[src/rtl/merge2_arbiter.sv]
`default_nettype none
// ============================================================================
//  Module      : merge2_arbiter
//  Description : Round-robin 2:1 packet merge; emits grant id on G, then the
//                packet on Out, with saturating per-input accept counters.
//  Revision    : 1.0 - initial release
// ============================================================================
module merge2_arbiter #(
    parameter int DATA_W = 9,
    parameter int CNT_W  = 8
) (
    input  logic              CLK,
    input  logic              RESET,
    input  logic              in0_valid,
    input  logic [DATA_W-1:0] in0_data,
    output logic              in0_ready,
    input  logic              in1_valid,
    input  logic [DATA_W-1:0] in1_data,
    output logic              in1_ready,
    output logic              g_valid,
    output logic              g_data,
    input  logic              g_ready,
    output logic              out_valid,
    output logic [DATA_W-1:0] out_data,
    input  logic              out_ready,
    output logic [CNT_W-1:0]  cnt0,
    output logic [CNT_W-1:0]  cnt1
);

    typedef enum logic [1:0] {
        S_IDLE     = 2'd0,
        S_SEND_G   = 2'd1,
        S_SEND_OUT = 2'd2
    } state_t;

    localparam logic [CNT_W-1:0] c_cnt_max = '1;
    localparam logic [CNT_W-1:0] c_cnt_one = {{(CNT_W-1){1'b0}}, 1'b1};

    state_t            r_state;
    logic              r_prio;
    logic              r_win;
    logic              r_g_valid;
    logic              r_out_valid;
    logic [DATA_W-1:0] r_pkt;
    logic [CNT_W-1:0]  r_cnt0;
    logic [CNT_W-1:0]  r_cnt1;

    logic              w_sel;
    logic              w_accept;

    // A lone requester wins regardless of prio; prio only breaks ties.
    always_comb begin
        w_sel    = (in0_valid && in1_valid) ? r_prio : in1_valid;
        w_accept = (r_state == S_IDLE) && (in0_valid || in1_valid);
    end

    assign in0_ready = w_accept && !w_sel;
    assign in1_ready = w_accept &&  w_sel;

    assign g_valid   = r_g_valid;
    assign g_data    = r_win;
    assign out_valid = r_out_valid;
    assign out_data  = r_pkt;
    assign cnt0      = r_cnt0;
    assign cnt1      = r_cnt1;

    always_ff @(posedge CLK) begin
        if (RESET) begin
            r_state     <= S_IDLE;
            r_prio      <= 1'b0;
            r_win       <= 1'b0;
            r_g_valid   <= 1'b0;
            r_out_valid <= 1'b0;
            r_pkt       <= '0;
            r_cnt0      <= '0;
            r_cnt1      <= '0;
        end else begin
            case (r_state)
                S_IDLE: begin
                    if (w_accept) begin
                        r_pkt     <= w_sel ? in1_data : in0_data;
                        r_win     <= w_sel;
                        r_g_valid <= 1'b1;
                        r_state   <= S_SEND_G;
                        if (!w_sel && (r_cnt0 != c_cnt_max))
                            r_cnt0 <= r_cnt0 + c_cnt_one;
                        if (w_sel && (r_cnt1 != c_cnt_max))
                            r_cnt1 <= r_cnt1 + c_cnt_one;
                    end
                end
                S_SEND_G: begin
                    if (g_ready) begin
                        r_g_valid   <= 1'b0;
                        r_out_valid <= 1'b1;
                        r_state     <= S_SEND_OUT;
                    end
                end
                S_SEND_OUT: begin
                    if (out_ready) begin
                        r_out_valid <= 1'b0;
                        r_prio      <= ~r_win;
                        r_state     <= S_IDLE;
                    end
                end
                default: begin
                    r_g_valid   <= 1'b0;
                    r_out_valid <= 1'b0;
                    r_state     <= S_IDLE;
                end
            endcase
        end
    end

endmodule
`default_nettype wire

[config.mk]
export PLATFORM = sky130hd
export DESIGN_NAME = merge2_arbiter
export DESIGN_NICKNAME = d
export VERILOG_FILES = /design/src/rtl/merge2_arbiter.sv
export SDC_FILE = /design/constraint.sdc
export NUM_CORES = 1
export LEC_CHECK = 0
export BUFFER_PORTS_ARGS = -buffer_cell sky130_fd_sc_hd__buf_2
export CORE_UTILIZATION = 52
export DETAILED_ROUTE_END_ITERATION = 10
export PLACE_DENSITY = 0.93
export SLEW_MARGIN = 20
export SYNTH_ARGS = -nofsm -noshare
export SYNTH_HDL_FRONTEND = slang
export SYNTH_SLANG_ARGS = --single-unit
[constraint.sdc]
create_clock -name CLK -period 6.2 [get_ports CLK]
set_clock_uncertainty 0.15 [all_clocks]
set_input_delay 0 -clock CLK [delete_from_list [all_inputs] [get_ports CLK]]
set_output_delay 0 -clock CLK [all_outputs]
set_load 0.005 [all_outputs]
== Word-level counts from Yosys, hierarchy flattened ==
Index checks and enable logic that the tools add are counted.

* Bits in registers: 31
* Output and inout port bits: 30
* Bits of input ports: 24

* Add/subtract/negate cells: 2
* Bitwise gates (word level): 3
* Reductions and logical operators: 16
* Equality and inequality tests: 7
* Mux-type cells: 12

{| class="wikitable"
|+ Operators with widths
! kind !! number
|-
| adder 8 x 1 -> 8 bit, second input constant || 2
|-
| inequality test 8 bit, second input constant || 2
|-
| AND reduction 3 bit || 5
|-
| 2-to-1 mux 9 bit || 1
|-
| logical AND 1 bit || 6
|-
| 2-to-1 mux 2 bit || 3
|-
| inequality test 2 bit, second input constant || 3
|-
| one-hot mux 1 bit (3 select lines) || 2
|-
| one-hot mux 2 bit (3 select lines) || 1
|-
| 2-to-1 mux 1 bit || 5
|-
| AND reduction 2 bit || 2
|-
| inverter 1 bit || 3
|-
| == test 2 x 1 -> 1 bit, second input constant || 1
|-
| == test 2 bit, second input constant || 1
|-
| logical NOT 2 bit || 1
|-
| logical NOT 1 bit || 1
|-
| logical OR 1 bit || 1
|}

== Longest topological paths before layout ==
* Depth in word-level cells: 5
* Depth in mapped cells: 8
* Gate-level depth less buffers: 5

== Worst setup path before layout ==
Ideal clock, no wire load.

* Path kind: register to register
* From: reg r_state[0]
* To: reg r_cnt1[6] (netlist: cnt1[6])
* Cell stages (with the launch flop): 8
* Setup slack: 4111 ps
* Setup time: 121 ps
* Required time: 5929 ps
* Clock period less this slack: 2089 ps
* Path buffers: 3
* Arrival: 1818 ps
* Cells stage by stage: dfxtp_1 > buf_6 > or2_1 > clkbuf_2 > or3_1 > clkbuf_2 > nor4_1 > mux2_2

* Word-level cells in the longest chain between the ends: 3

{| class="wikitable"
|+ Ends and longest elaborated chain
! what !! line !! RTL
|-
| start, declared || 39 || <nowiki>state_t r_state;</nowiki>
|-
| start signal, assigned || 69 || <nowiki>r_state <= S_IDLE;</nowiki>
|-
| start signal, assigned || 84 || <nowiki>r_state <= S_SEND_G;</nowiki>
|-
| start signal, assigned || 95 || <nowiki>r_state <= S_SEND_OUT;</nowiki>
|-
| logical NOT 2 bit * || 54, 78 ||
|-
| logical AND 1 bit || 54 || <nowiki>w_accept = (r_state == S_IDLE) && (in0_valid || in1_valid);</nowiki>
|-
| AND reduction 3 bit (no source line) * || -- ||
|-
| end signal, assigned || 88 || <nowiki>r_cnt1 <= r_cnt1 + c_cnt_one;</nowiki>
|-
| end, declared || 46 || <nowiki>logic [CNT_W-1:0] r_cnt1;</nowiki>
|}

Every way passes the cells marked *; elsewhere a longest branch is shown, timed or not.
A chain may end at the register's enable or synchronous reset.

== Final worst setup path ==
* From: in in0_valid
* To: reg r_pkt[6] (netlist: out_data[6])

* Word-level cells in the longest chain between the ends: 3
* Elaborated cells on any way between the ends: 6
* Those cells by class: 2 x mux; 4 x reduce/logical

{| class="wikitable"
|+ Ends and longest elaborated chain
! what !! line !! RTL
|-
| start, declared || 14 || <nowiki>input logic in0_valid,</nowiki>
|-
| logical AND 1 bit / logical OR 1 bit (equally long branches) || 53, 54 ||
|-
| 2-to-1 mux 1 bit / logical AND 1 bit (equally long branches) || 53, 54 ||
|-
| 2-to-1 mux 9 bit / AND reduction 2 bit (equally long branches) || -- ||
|-
| end signal, assigned || 81 || <nowiki>r_pkt <= w_sel ? in1_data : in0_data;</nowiki>
|-
| end, declared || 44 || <nowiki>logic [DATA_W-1:0] r_pkt;</nowiki>
|}

Parallel ways exist; a longest one is shown, timed or not.

==> reports/summary.md <==
• no — RSZ-0062 raised after global routing
• 100 ps — clock-pin slew reported for the worst setup and hold paths after clock tree synthesis
• 0 ps — setup TNS
• 173 — Filler cells
• dlygate4sd3_1 — Slowest-stage cell, CP
• finished, final reports clean — outcome
• 0 — number of enable flip-flop cells after synthesis
• 14.4 um — routed len/inst
• 23 — cts-stage hold buffer count
• 193 — syn_nets
• 17.2 ps — smallest hold slack
• 6680 um — wire length of the first global-routing pass
• 3910 um — final WL
• 0 — total overflow reported by the global router
• 0.280 — GRT Resource Usage Total
• input port — startpoint class of the critical path
• 267 — net count of the finished layout
• 330 ps — insertion delay to the later sink of the worst-skew pair
• 18 — number of cell rows
• 0 — antenna violations before repair
• 0 — warnings from Yosys
• 401 MHz — Fmax achieved
• 2570 um^2 — core region area
• met4 — max layer used
• 1459 — number of global-route vias before repair
• 31 — CTS Sinks
• 0.370 — remaining max-slew budget at the tightest pin
• simple AND/OR/NAND/NOR gates — main combinational cell family by area after synthesis
• 214 nW/um^2 — power per standard cell area
• clkbuf_4 — Root Driver
• 3050 um^2 — die area
• 600 ps — CP max stage delay
• 0.974 nW — leakage component of the power
• 0 — post-cts resize count
• 434 uW — Power Total
• 8.82 um^2 — Mapped Avg Cell Area
• 53 — count of input and output buffers
• 37 — largest net degree at the start of global routing
• 35 — number of distinct standard cells referenced by the synthesized netlist
• 5.69 — drt via density
• 0.269 — share of final-layout standard cells stronger than drive strength 1
• dfxtp_1 — library cell occupying the most area in the post-synthesis netlist
• 0.783 — placer congestion estimate
• 1470 um^2 — Mapped Area
• 0 — postcts setup bufs
• 3760 ps — worst setup slack for register-to-register paths
• 0.791 — core utilization of the finished layout
• 38.0% — post-synthesis to final-layout area growth
• 167 — cell count after synthesis
• dlygate4sd3_1 — Critical Path Most Common Cell
• 4 — count of TritonRoute iterations in the first routing pass
• 31 — synthesis-stage register bit count
• 0 — Antenna Diode Count
• 55.2 um — Die X
• 0 — Final Max Slew Viols
• 223 um — met3 wire len
• 2 — buffer depth of the longest clock path
• dlygate4sd3_1 -> buf_2 -> nor2b_1 -> nand2b_1 -> mux2i_1 -> dlygate4sd3_1 -> a211oi_1 — cell-by-cell trace of the critical path
• 2 — H-tree levels
• 0.402 — share of the clock period used by the worst path
• 174 uV — Peak supply drop
• 0 — Post-synth ARST share
• 0 — setup violation total in the final timing report
• 2560 ps — Worst Path Arrival
• 0 — number of nets with antenna violations after detailed routing
• input port to flop — path type of the worst setup path
• 55.2 um — floorplan die height
• 54 — count of boundary I/O pins
• 0 — max-cap viol count
• input port to flop — min-delay worst type
• 937 ps — Worst Max-Slew Pin Slew
• 241 — placed cells
• 0.421 — share of the yosys chip area belonging to registers
• 0.248 — Simple-Gate Fraction of Synth Area
• 0.161 — fraction of the mapped netlist area in compound gates
• 3 — total buffers and inverters traversed by the critical path
• dfxtp_1, nor2_1, a211oi_1 — Post-synth top cells
• 0.574 — effective utilization at floorplan
• flop — Worst setup EP type
• 0.0170 — Post-Synth Adder-Cell Area
• 6270 ps — critical path data required time
• 2490 ps — minimum clock period
• dfxtp_1 — most used flip-flop cell after synthesis
• 2210 um — post-detail-place hpwl
• 272 — non-filler cells in the finished layout
• 1950 um — total met2 wirelength after detailed routing
• dfxtp_1, mux2i_1, a211oi_1 — top cells by area, synth
• 0 — remaining routing DRC violations
• dfxtp_1 — most instantiated library cell after synthesis
• 1580 um — wire length on met1
• buffers and inverters — Top Family by Delay on Critical Path
• 0.421 — fraction of post-synthesis cell area in the top cell type by area
• 0.105 — mux contribution to synthesized area
• 5 — TritonCTS Buffers
• 0.0119 — xor and xnor area share after synthesis
• 40 — DRC marker count from the first detailed-route iteration
• built — CTS tree
• 10 — largest driver fanout on the critical path
• 0 — final hold violation count
• 1549 — vias after detailed routing
layer usage:
metal  GRT usage  up-vias
li1            -      767
met1       0.329      698
met2       0.468       64
met3      0.0585       20
met4       0.164        0
met5           0        -
path summary, 6_finish.rpt:
check / startpoint / endpoint / cells past startpoint
min: RESET / cnt0[1] / 2
max reg2reg: r_prio / out_data[6] / 5
max: in0_valid / out_data[6] / 7
min reg2reg: out_data[8] / out_data[8] / 2
power breakdown:
part / internal, mW / switching (mW)
clock network: 0.0667 / 0.0686
logic: 0.0409 / 0.0375
registers: 0.211 / 0.00937
total: 0.319 / 0.116
layout by cell type (no fill, tap or decap), types with 2 or more instances in the layout:
cell,Yosys,routed
nor3_1,4,4
inv_1,2,2
a211oi_1,14,14
nand2_1,4,4
and3_1,6,6
and4b_1,2,2
clkbuf_4,0,5
ha_1,2,2
dlygate4sd3_1,0,23
nand4_1,2,2
buf_2,1,53
and3b_1,2,2
a31oi_1,3,3
nor4_1,3,3
a21oi_1,10,10
nor2_1,28,27
nor2b_1,5,5
o21ai_0,3,3
and4_1,2,2
a21boi_0,2,2
nand2b_1,3,3
mux2_2,4,4
nand3_1,5,5
dfxtp_1,31,31
xor2_1,2,2
clkbuf_8,0,2
mux2i_1,11,11
cell type report:
| class | instances | area (um^2) | share of cell area |
|---|---|---|---|
| timing repair buffer | 76 | 495 | 0.244 |
| tap | 30 | 37.5 | 0.0185 |
| sequential | 31 | 621 | 0.305 |
| inverter | 2 | 7.51 | 0.00369 |
| multi-input combinational | 125 | 802 | 0.395 |
| clock buffer | 8 | 68.8 | 0.0339 |
cells by family after synthesis:
logic type / count (synthesis)
AND/OR/NAND/NOR: 70
AO/OA/AOI/OAI: 36
flip-flops: 31
multiplexers: 15
buffers and inverters: 11
XOR/XNOR: 2
adder cells (fa/ha/maj): 2
through the flow:
step / area, um^2 / setup slack [ps]
after floorplan: 1470 / 4110
after global placement: 1730 / 4190
after detailed placement: 1730 / 4160
after CTS: 2030 / 3950
after global routing: 2030 / 3580
final: 2030 / 3710
state kept, by name, indices dropped and copies added, names as in the netlist:
signal / flops
r_state: 2
cnt0: 8
r_prio: 1
g_data: 1
out_valid: 1
out_data: 9
cnt1: 8
g_valid: 1
Note: power is estimated with default switching activity, not from simulation.
